===== config.mk =====
export PLATFORM = sky130hd
export DESIGN_NAME = led_shift_driver
export DESIGN_NICKNAME = d
export VERILOG_FILES = /design/src/rtl/led_shift_pkg.sv /design/src/rtl/led_shift_tick.sv /design/src/rtl/led_shift_driver.sv
export SDC_FILE = /design/constraint.sdc
export NUM_CORES = 1
export LEC_CHECK = 0
export CORE_MARGIN = 2
export CORE_UTILIZATION = 56
export CTS_CLUSTER_DIAMETER = 200
export CTS_CLUSTER_SIZE = 8
export DETAILED_ROUTE_END_ITERATION = 7
export HOLD_SLACK_MARGIN = 0.02
export PLACE_DENSITY_LB_ADDON = 0.3
export SETUP_SLACK_MARGIN = 0.5
export SYNTH_ARGS = -nofsm -noshare
export SYNTH_HDL_FRONTEND = slang
export SYNTH_SLANG_ARGS = --single-unit

===== constraint.sdc =====
create_clock -name clk -period 2.75 [get_ports clk]
set_clock_uncertainty 0.15 [all_clocks]
set_input_delay 0.55 -clock clk [delete_from_list [all_inputs] [get_ports clk]]
set_output_delay 0.55 -clock clk [all_outputs]
set_load 0.01 [all_outputs]

===== src/rtl/led_shift_pkg.sv =====
// Shared constants and FSM state type for the LED driver serializer.
package led_shift_pkg;

  localparam int unsigned DEFAULT_WIDTH   = 16;
  localparam int unsigned DEFAULT_CLK_DIV = 4;

  typedef enum logic [1:0] {
    ST_IDLE,
    ST_LOW,
    ST_HIGH,
    ST_LATCH
  } state_e;

endpackage


===== src/rtl/led_shift_tick.sv =====
// Phase counter: strobes phase_end on the CLK_DIV-th cycle after the last clear.
module led_shift_tick
  import led_shift_pkg::*;
#(
  parameter int unsigned CLK_DIV = DEFAULT_CLK_DIV
) (
  input  logic clk,
  input  logic reset_n,
  input  logic clear,
  output logic phase_end
);

  localparam int unsigned   CW   = (CLK_DIV > 1) ? $clog2(CLK_DIV) : 1;
  localparam logic [CW-1:0] TERM = CW'(CLK_DIV - 1);

  logic [CW-1:0] cnt_q, cnt_d;

  assign phase_end = (cnt_q == TERM);

  always_comb begin
    cnt_d = cnt_q + 1'b1;
    if (clear || phase_end) cnt_d = '0;
  end

  always_ff @(posedge clk or negedge reset_n) begin
    if (!reset_n) cnt_q <= '0;
    else          cnt_q <= cnt_d;
  end

endmodule


===== src/rtl/led_shift_driver.sv =====
// Serializes a parallel LED word onto a divided serial clock, then latches it
// into the daisy-chained drivers; one pending word may queue during a shift.
module led_shift_driver
  import led_shift_pkg::*;
#(
  parameter int unsigned WIDTH     = DEFAULT_WIDTH,
  parameter int unsigned CLK_DIV   = DEFAULT_CLK_DIV,
  parameter bit          MSB_FIRST = 1'b1
) (
  input  logic             clk,
  input  logic             reset_n,
  input  logic             load,
  input  logic [WIDTH-1:0] data_in,
  output logic             busy,
  output logic             done,
  output logic             sdata,
  output logic             sclk,
  output logic             latch
);

  localparam int unsigned   BW       = $clog2(WIDTH);
  localparam logic [BW-1:0] LAST_BIT = BW'(WIDTH - 1);

  state_e           state_q, state_d;
  logic [WIDTH-1:0] shreg_q, shreg_d, shifted;
  logic [WIDTH-1:0] pend_q, pend_d, start_word;
  logic             pend_vld_q, pend_vld_d;
  logic [BW-1:0]    bit_cnt_q, bit_cnt_d;
  logic             sdata_q, sdata_d, sclk_q, sclk_d, latch_q, latch_d;
  logic             busy_q, busy_d, done_q, done_d;
  logic             start, phase_end, tick_clear;

  function automatic logic first_bit(input logic [WIDTH-1:0] w);
    return MSB_FIRST ? w[WIDTH-1] : w[0];
  endfunction

  led_shift_tick #(.CLK_DIV(CLK_DIV)) u_tick (
    .clk       (clk),
    .reset_n   (reset_n),
    .clear     (tick_clear),
    .phase_end (phase_end)
  );

  assign shifted = MSB_FIRST ? (shreg_q << 1) : (shreg_q >> 1);

  always_comb begin
    state_d    = state_q;
    shreg_d    = shreg_q;
    pend_d     = pend_q;
    pend_vld_d = pend_vld_q;
    bit_cnt_d  = bit_cnt_q;
    sdata_d    = sdata_q;
    sclk_d     = sclk_q;
    latch_d    = latch_q;
    busy_d     = busy_q;
    done_d     = 1'b0;
    start      = 1'b0;
    start_word = data_in;

    if (load && state_q != ST_IDLE) begin
      pend_d     = data_in;
      pend_vld_d = 1'b1;
    end

    case (state_q)
      ST_IDLE: if (load) start = 1'b1;
      ST_LOW: if (phase_end) begin
        state_d = ST_HIGH;
        sclk_d  = 1'b1;
      end
      ST_HIGH: if (phase_end) begin
        sclk_d = 1'b0;
        if (bit_cnt_q == LAST_BIT) begin
          state_d = ST_LATCH;
          latch_d = 1'b1;
        end else begin
          state_d   = ST_LOW;
          bit_cnt_d = bit_cnt_q + 1'b1;
          shreg_d   = shifted;
          sdata_d   = first_bit(shifted);
        end
      end
      ST_LATCH: if (phase_end) begin
        latch_d = 1'b0;
        done_d  = 1'b1;
        // A load on this very edge is the newest word and supersedes the buffer.
        if (load) begin
          start      = 1'b1;
          pend_vld_d = 1'b0;
        end else if (pend_vld_q) begin
          start      = 1'b1;
          start_word = pend_q;
          pend_vld_d = 1'b0;
        end else begin
          state_d = ST_IDLE;
          busy_d  = 1'b0;
          sdata_d = 1'b0;
        end
      end
      default: state_d = ST_IDLE;
    endcase

    if (start) begin
      state_d   = ST_LOW;
      shreg_d   = start_word;
      bit_cnt_d = '0;
      sdata_d   = first_bit(start_word);
      sclk_d    = 1'b0;
      busy_d    = 1'b1;
    end

    tick_clear = (state_d != state_q);
  end

  always_ff @(posedge clk or negedge reset_n) begin
    if (!reset_n) begin
      state_q    <= ST_IDLE;
      shreg_q    <= '0;
      pend_q     <= '0;
      pend_vld_q <= 1'b0;
      bit_cnt_q  <= '0;
      sdata_q    <= 1'b0;
      sclk_q     <= 1'b0;
      latch_q    <= 1'b0;
      busy_q     <= 1'b0;
      done_q     <= 1'b0;
    end else begin
      state_q    <= state_d;
      shreg_q    <= shreg_d;
      pend_q     <= pend_d;
      pend_vld_q <= pend_vld_d;
      bit_cnt_q  <= bit_cnt_d;
      sdata_q    <= sdata_d;
      sclk_q     <= sclk_d;
      latch_q    <= latch_d;
      busy_q     <= busy_d;
      done_q     <= done_d;
    end
  end

  assign busy  = busy_q;
  assign done  = done_q;
  assign sdata = sdata_q;
  assign sclk  = sclk_q;
  assign latch = latch_q;

endmodule

# Word-level counts from Yosys, hierarchy flattened
# Index checks and enable logic that the tools add are counted.
# Widths: inputs -> output; s select.
dict set report classes {
  add_sub_neg 2
  n_eq_ne 18
  mux 49
  n_reduce_logical 15
}
# operator count
set op_table {}
lappend op_table {{$mux 16} 4}
lappend op_table {{$mux 15} 4}
lappend op_table {{$mux 1} 24}
lappend op_table {{$mux 2} 8}
lappend op_table {{$mux 4} 4}
lappend op_table {{$reduce_bool 2->1} 5}
lappend op_table {{$ne 3x2->1 const B} 3}
lappend op_table {{$ne 3x3->1 const B} 3}
lappend op_table {{$ne 2x1->1 const B} 4}
lappend op_table {{$pmux 1 s2} 4}
lappend op_table {{$reduce_and 4->1} 2}
lappend op_table {{$eq 2x2->1 const B} 3}
lappend op_table {{$pmux 2 s3} 1}
lappend op_table {{$reduce_and 3->1} 2}
lappend op_table {{$reduce_and 6->1} 1}
lappend op_table {{$reduce_bool 3->1} 2}
lappend op_table {{$add 4x1->4 const B} 1}
lappend op_table {{$eq 4x4->1 const B} 1}
lappend op_table {{$ne 2x2->1 const B} 2}
lappend op_table {{$add 2x1->2 const B} 1}
lappend op_table {{$eq 2x1->1 const B} 1}
lappend op_table {{$logic_not 2->1} 1}
lappend op_table {{$ne 2x2->1} 1}
lappend op_table {{$logic_and 1x1->1} 1}
lappend op_table {{$logic_or 1x1->1} 1}
dict set report word_totals {
  word_cells 95
  ff_bits 45
  output_inout_bits 5
  in_bits 19
}

# Longest topological paths before layout
dict set report logic_depth {
  ltp_word 8
  mapped_depth 10
  mapped_depth_nobuf 7
}

# Modules after synthesis
# A second synthesis with hierarchy kept.
dict set report unflattened {
  cells_unflattened 221
  area_unflattened_um2 2329.7
}
# module seq_area_each_um2 instances area_each_um2 cells_each
set by_module_without_submodules {}
lappend by_module_without_submodules {led_shift_driver 1076.0 1 2244.7 216}
lappend by_module_without_submodules {led_shift_tick 50.0 1 85.1 5}

# Worst setup path after synthesis
# No wires, ideal clock.
dict set report synth_path {
  path_type {register to register}
  startpoint {reg state_q[0]}
  endpoint {reg pend_q[10]}
  slack_ns 0.827
  n_path_buf 2
  arrival_ns 1.648
  stages_incl_launch_ff 7
  synth_period_minus_slack_ns 1.923
  cell_sequence {dfrtp_1 inv_1 ha_1 nand2b_1 clkbuf_1 buf_2 mux2_2}
}
dict set report synth_via {
  elab_chain_len 2
}
# item line
set synth_rtl {}
lappend synth_rtl {{start, declared} led_shift_driver.sv:24} ;# state_e state_q, state_d;
lappend synth_rtl {{start signal, assigned} led_shift_driver.sv:128} ;# state_q <= state_d;
lappend synth_rtl {{$reduce_bool 2->1} led_shift_driver.sv:60} ;# if (load && state_q != ST_IDLE) begin
lappend synth_rtl {{$logic_and 1x1->1} led_shift_driver.sv:60}
lappend synth_rtl {{end signal, assigned} led_shift_driver.sv:130} ;# pend_q <= pend_d;
lappend synth_rtl {{end, declared} led_shift_driver.sv:26} ;# logic [WIDTH-1:0] pend_q, pend_d, start_word;
# Every way passes these cells.
# A chain may end at the register's enable or synchronous reset.

# Worst setup path in the final report
dict set report layout_path {
  startpoint {in load}
  endpoint {reg sdata_q (netlist: sdata)}
}
dict set report layout_via {
  elab_chain_len 5
  elab_cells_between_ends 15
  cone_classes {eq/ne (5); mux (8); reduce/logical (2)}
}
# item line
set layout_rtl {}
lappend layout_rtl {{start, declared} led_shift_driver.sv:12} ;# input logic load,
lappend layout_rtl {{$mux 1} led_shift_driver.sv:87} ;# if (load) begin
lappend layout_rtl {{$mux 1} led_shift_driver.sv:83} ;# ST_LATCH: if (phase_end) begin
lappend layout_rtl {{$pmux 1 s2} led_shift_driver.sv:65} ;# case (state_q)
lappend layout_rtl {{$ne 3x2->1 (no source line) (tied with other cells)} -}
lappend layout_rtl {{$reduce_and 6->1 (no source line)} -}
lappend layout_rtl {{end signal, assigned} led_shift_driver.sv:133} ;# sdata_q <= sdata_d;
lappend layout_rtl {{end, declared} led_shift_driver.sv:29} ;# logic sdata_q, sdata_d, sclk_q, sclk_d, latch_q, latch_d;
# Several ways; a longest one is shown, not always the timed one.

==> results.txt <==
Top-Level Pins - 24
end of the critical path - sdata
Multi-input gate area - 1090 sq um
most frequent cells in the layout - dfrtp_1 (45), nor2_1 (26), nand2_1 (24)
drt total wl - 4082 microns
result of the run - complete, no violations
Worst-path clk slew - 0.09 ns
Synth cell types - 37
GRT overflow - 0
largest net degree at the start of global routing - 33
Design Area, Final - 2725 sq um
Worst Setup SP - load
placed insts - 293
NetSw - 295.8 uW
prevailing post-synth register cell - dfrtp_1
Cell Count, Final, Fillers Out - 302
crit end category - flop
met2 Track Usage GR - 0.3313
Post-DRT Antenna Nets - 0
routing usage on met1 - 0.2508
DR vias - 1688
Hold Fails Final Rpt - 0
Worst Hold Class - flop to flop
Max Clock Freq - 463.2 MHz
asr flop ratio synth - 1.000
CP startpoint kind - input port
crit path time final - 2.159 ns
final slew viol count - 0
register area - 1126 sq um
drc violations - 0
initial antenna violation count - 0
Post-synth EDFFs - 0
Die W - 68.28 microns
Clock power frac - 0.385
DRT iter0 DRCs - 119
final net count - 279
CTS Buf Count - 5
Reg2Reg Setup Slack - 0.64 ns
most common cell after layout, fill and taps aside - dfrtp_1
Comb pwr share - 0.083
RSZ-0062 raised after global routing - true
Net Sw Frac - 0.2177
setup violators final - 0
internal power - 1.063 mW
clock sinks - 45
period utilization - 0.7851
syn_nets - 254
met3 usage - 0.05921
die footprint - 4661 sq um
GRT busiest layer - met2
Clk Latency, worst-skew pair - 0.30 ns
Worst Tran Pin Value - 0.3961 ns
Core Rows - 23
H-tree depth - 2
sequential fraction of the synthesis area - 0.4867
Static Leakage - 1.303 nW
max cap viols - 0
hpwl dp - 2868 microns
Port Buffers - 23
Chip Height - 68.28 microns
fill cell count - 315
DR WL/cell - 13.52 microns
placed instance area - 2589 sq um
Mapped Cells - 226
share of layout cells above drive strength 1 - 0.1429
Worst slew margin - 0.7359
synthesis-to-layout area growth - 17.79%
setup TNS - 0 ns
Power Density - 498.7 nW/um^2
FF-to-FF path depth - 8
Worst Path Class, Setup - input port to flop
maximum VDD drop - 372.1 uV
Ant. Diodes - 0
first-pass GRT wire length - 6920 microns
clock root cell - clkbuf_8
Initial Util - 0.5784
DR pass1 iterations - 4
Core Area - 4000 sq um
Total GRT Usage - 0.2021
start of the worst register-to-register path - state_q[1]
yosys warns - 0
vias in the first global route - 1544
CP required - 2.78 ns
FF+latch count, synth - 45
Clock Path Buffers - 2
CTS tree - yes
Data arrival, critical path - 2.18 ns
Flop pwr share - 0.532
Critical R2R Capture - sdata
post-layout util - 0.6813
Post-Syn Area per Cell - 10.24 sq um
final RePlAce weighted congestion - 0.9342
post-synthesis cell area - 2313 sq um
CP Max Fanout - 23
vias per cell - 5.589
-- repair_timing --
item                                   CTS  global route
gates resized for setup                  0             2
hold buffers                             1             0
endpoints found under the hold margin   13             0
setup endpoints to repair                0             2
setup buffers                            0             0
-- metrics by stage --
stage	worst slack [ns]	hold slack, ns	power, mW
3_5_place_dp	0.2421	0.3144	0.8503
4_1_cts	0.5492	0.3454	1.378
2_1_floorplan	0.8272	0.1044	0.7894
6_report	0.5909	0.3390	1.359
5_1_grt	0.4969	0.3598	1.414
3_3_place_gp	0.3416	0.3150	0.8447
-- routing by layer --
metal  part of all wire  wire, microns  vias up
met2               0.49           2012       35
met4              0.015             61        0
met1               0.45           1844      812
met5                  0              0        -
met3              0.040            164        7
li1                   -              -      834
-- worst min-delay path by stage --
stage,start,endpoint,slack [ns],depth (start not counted)
after floorplan,reset_n,bit_cnt_q[0],0.10,0
after global placement,reset_n,u_tick.cnt_q[0],0.32,1
after detailed placement,reset_n,u_tick.cnt_q[0],0.31,1
after CTS,shreg_q[13],shreg_q[13],0.35,2
after global routing,u_tick.cnt_q[0],u_tick.cnt_q[0],0.36,1
final,shreg_q[5],shreg_q[5],0.34,2
-- critical path, cell delays in order --
cell             delay [ns]
clkdlybuf4s50_1        0.50
o211ai_2               0.26
a21o_1                 0.27
buf_6                  0.22
o21ai_0                0.15
a21oi_1                0.17
a31oi_1                0.06
-- registers in the layout, summed over array words and instances, names as in the netlist --
signal and flops:
sdata 1, latch 1, u_tick.cnt_q 2, pend_vld_q 1
state_q 2, done 1, pend_q 16, sclk 1
busy 1, shreg_q 15, bit_cnt_q 4
-- power groups by stage --
stage,clock network (mW),logic [mW],registers [mW]
2_1_floorplan,0,0.0583,0.731
3_3_place_gp,0,0.111,0.733
3_5_place_dp,0,0.114,0.736
4_1_cts,0.539,0.116,0.723
5_1_grt,0.558,0.128,0.728
6_report,0.524,0.113,0.723
-- area by class of cell --
cell class | count | share of cell area
repair buffers | 31 | 0.1116
clock inverters | 2 | 0.01377
well taps | 50 | 0.02296
multi-input cells | 162 | 0.3999
flip-flops and latches | 45 | 0.4132
inverters | 6 | 0.008264
clock buffers | 6 | 0.03030
-- cell usage after synthesis (2+ instances only) --
master / instances / area [sq um]
nand3b_1: 3 / 22.52
a21oi_1: 21 / 105.1
buf_2: 8 / 40.04
a31oi_1: 2 / 12.51
nor2_1: 26 / 97.59
nor3_1: 2 / 10.01
mux2_2: 16 / 180.2
nand2_1: 24 / 90.09
clkbuf_1: 2 / 7.510
dfrtp_1: 45 / 1126
nand3_1: 2 / 10.01
ha_1: 9 / 112.6
inv_1: 6 / 22.52
xor2_1: 2 / 17.52
buf_6: 2 / 22.52
o31ai_1: 2 / 15.01
o21ai_1: 15 / 75.07
o21ai_0: 2 / 10.01
nor2b_1: 3 / 18.77
mux2i_1: 17 / 170.2
-- cells by family (layout without fill, tap and decap cells) --
| logic type | count (synthesis) | in the layout | synth area share |
|---|---|---|---|
| XOR/XNOR | 3 | 3 | 0.01136 |
| flip-flops | 45 | 45 | 0.4867 |
| multiplexers | 33 | 33 | 0.1514 |
| AO/OA/AOI/OAI | 51 | 51 | 0.1314 |
| AND/OR/NAND/NOR | 66 | 66 | 0.1271 |
| adder cells (fa/ha/maj) | 9 | 9 | 0.04868 |
| buffers and inverters | 19 | 45 | 0.04327 |
Note: power is estimated with default switching activity, not from simulation.
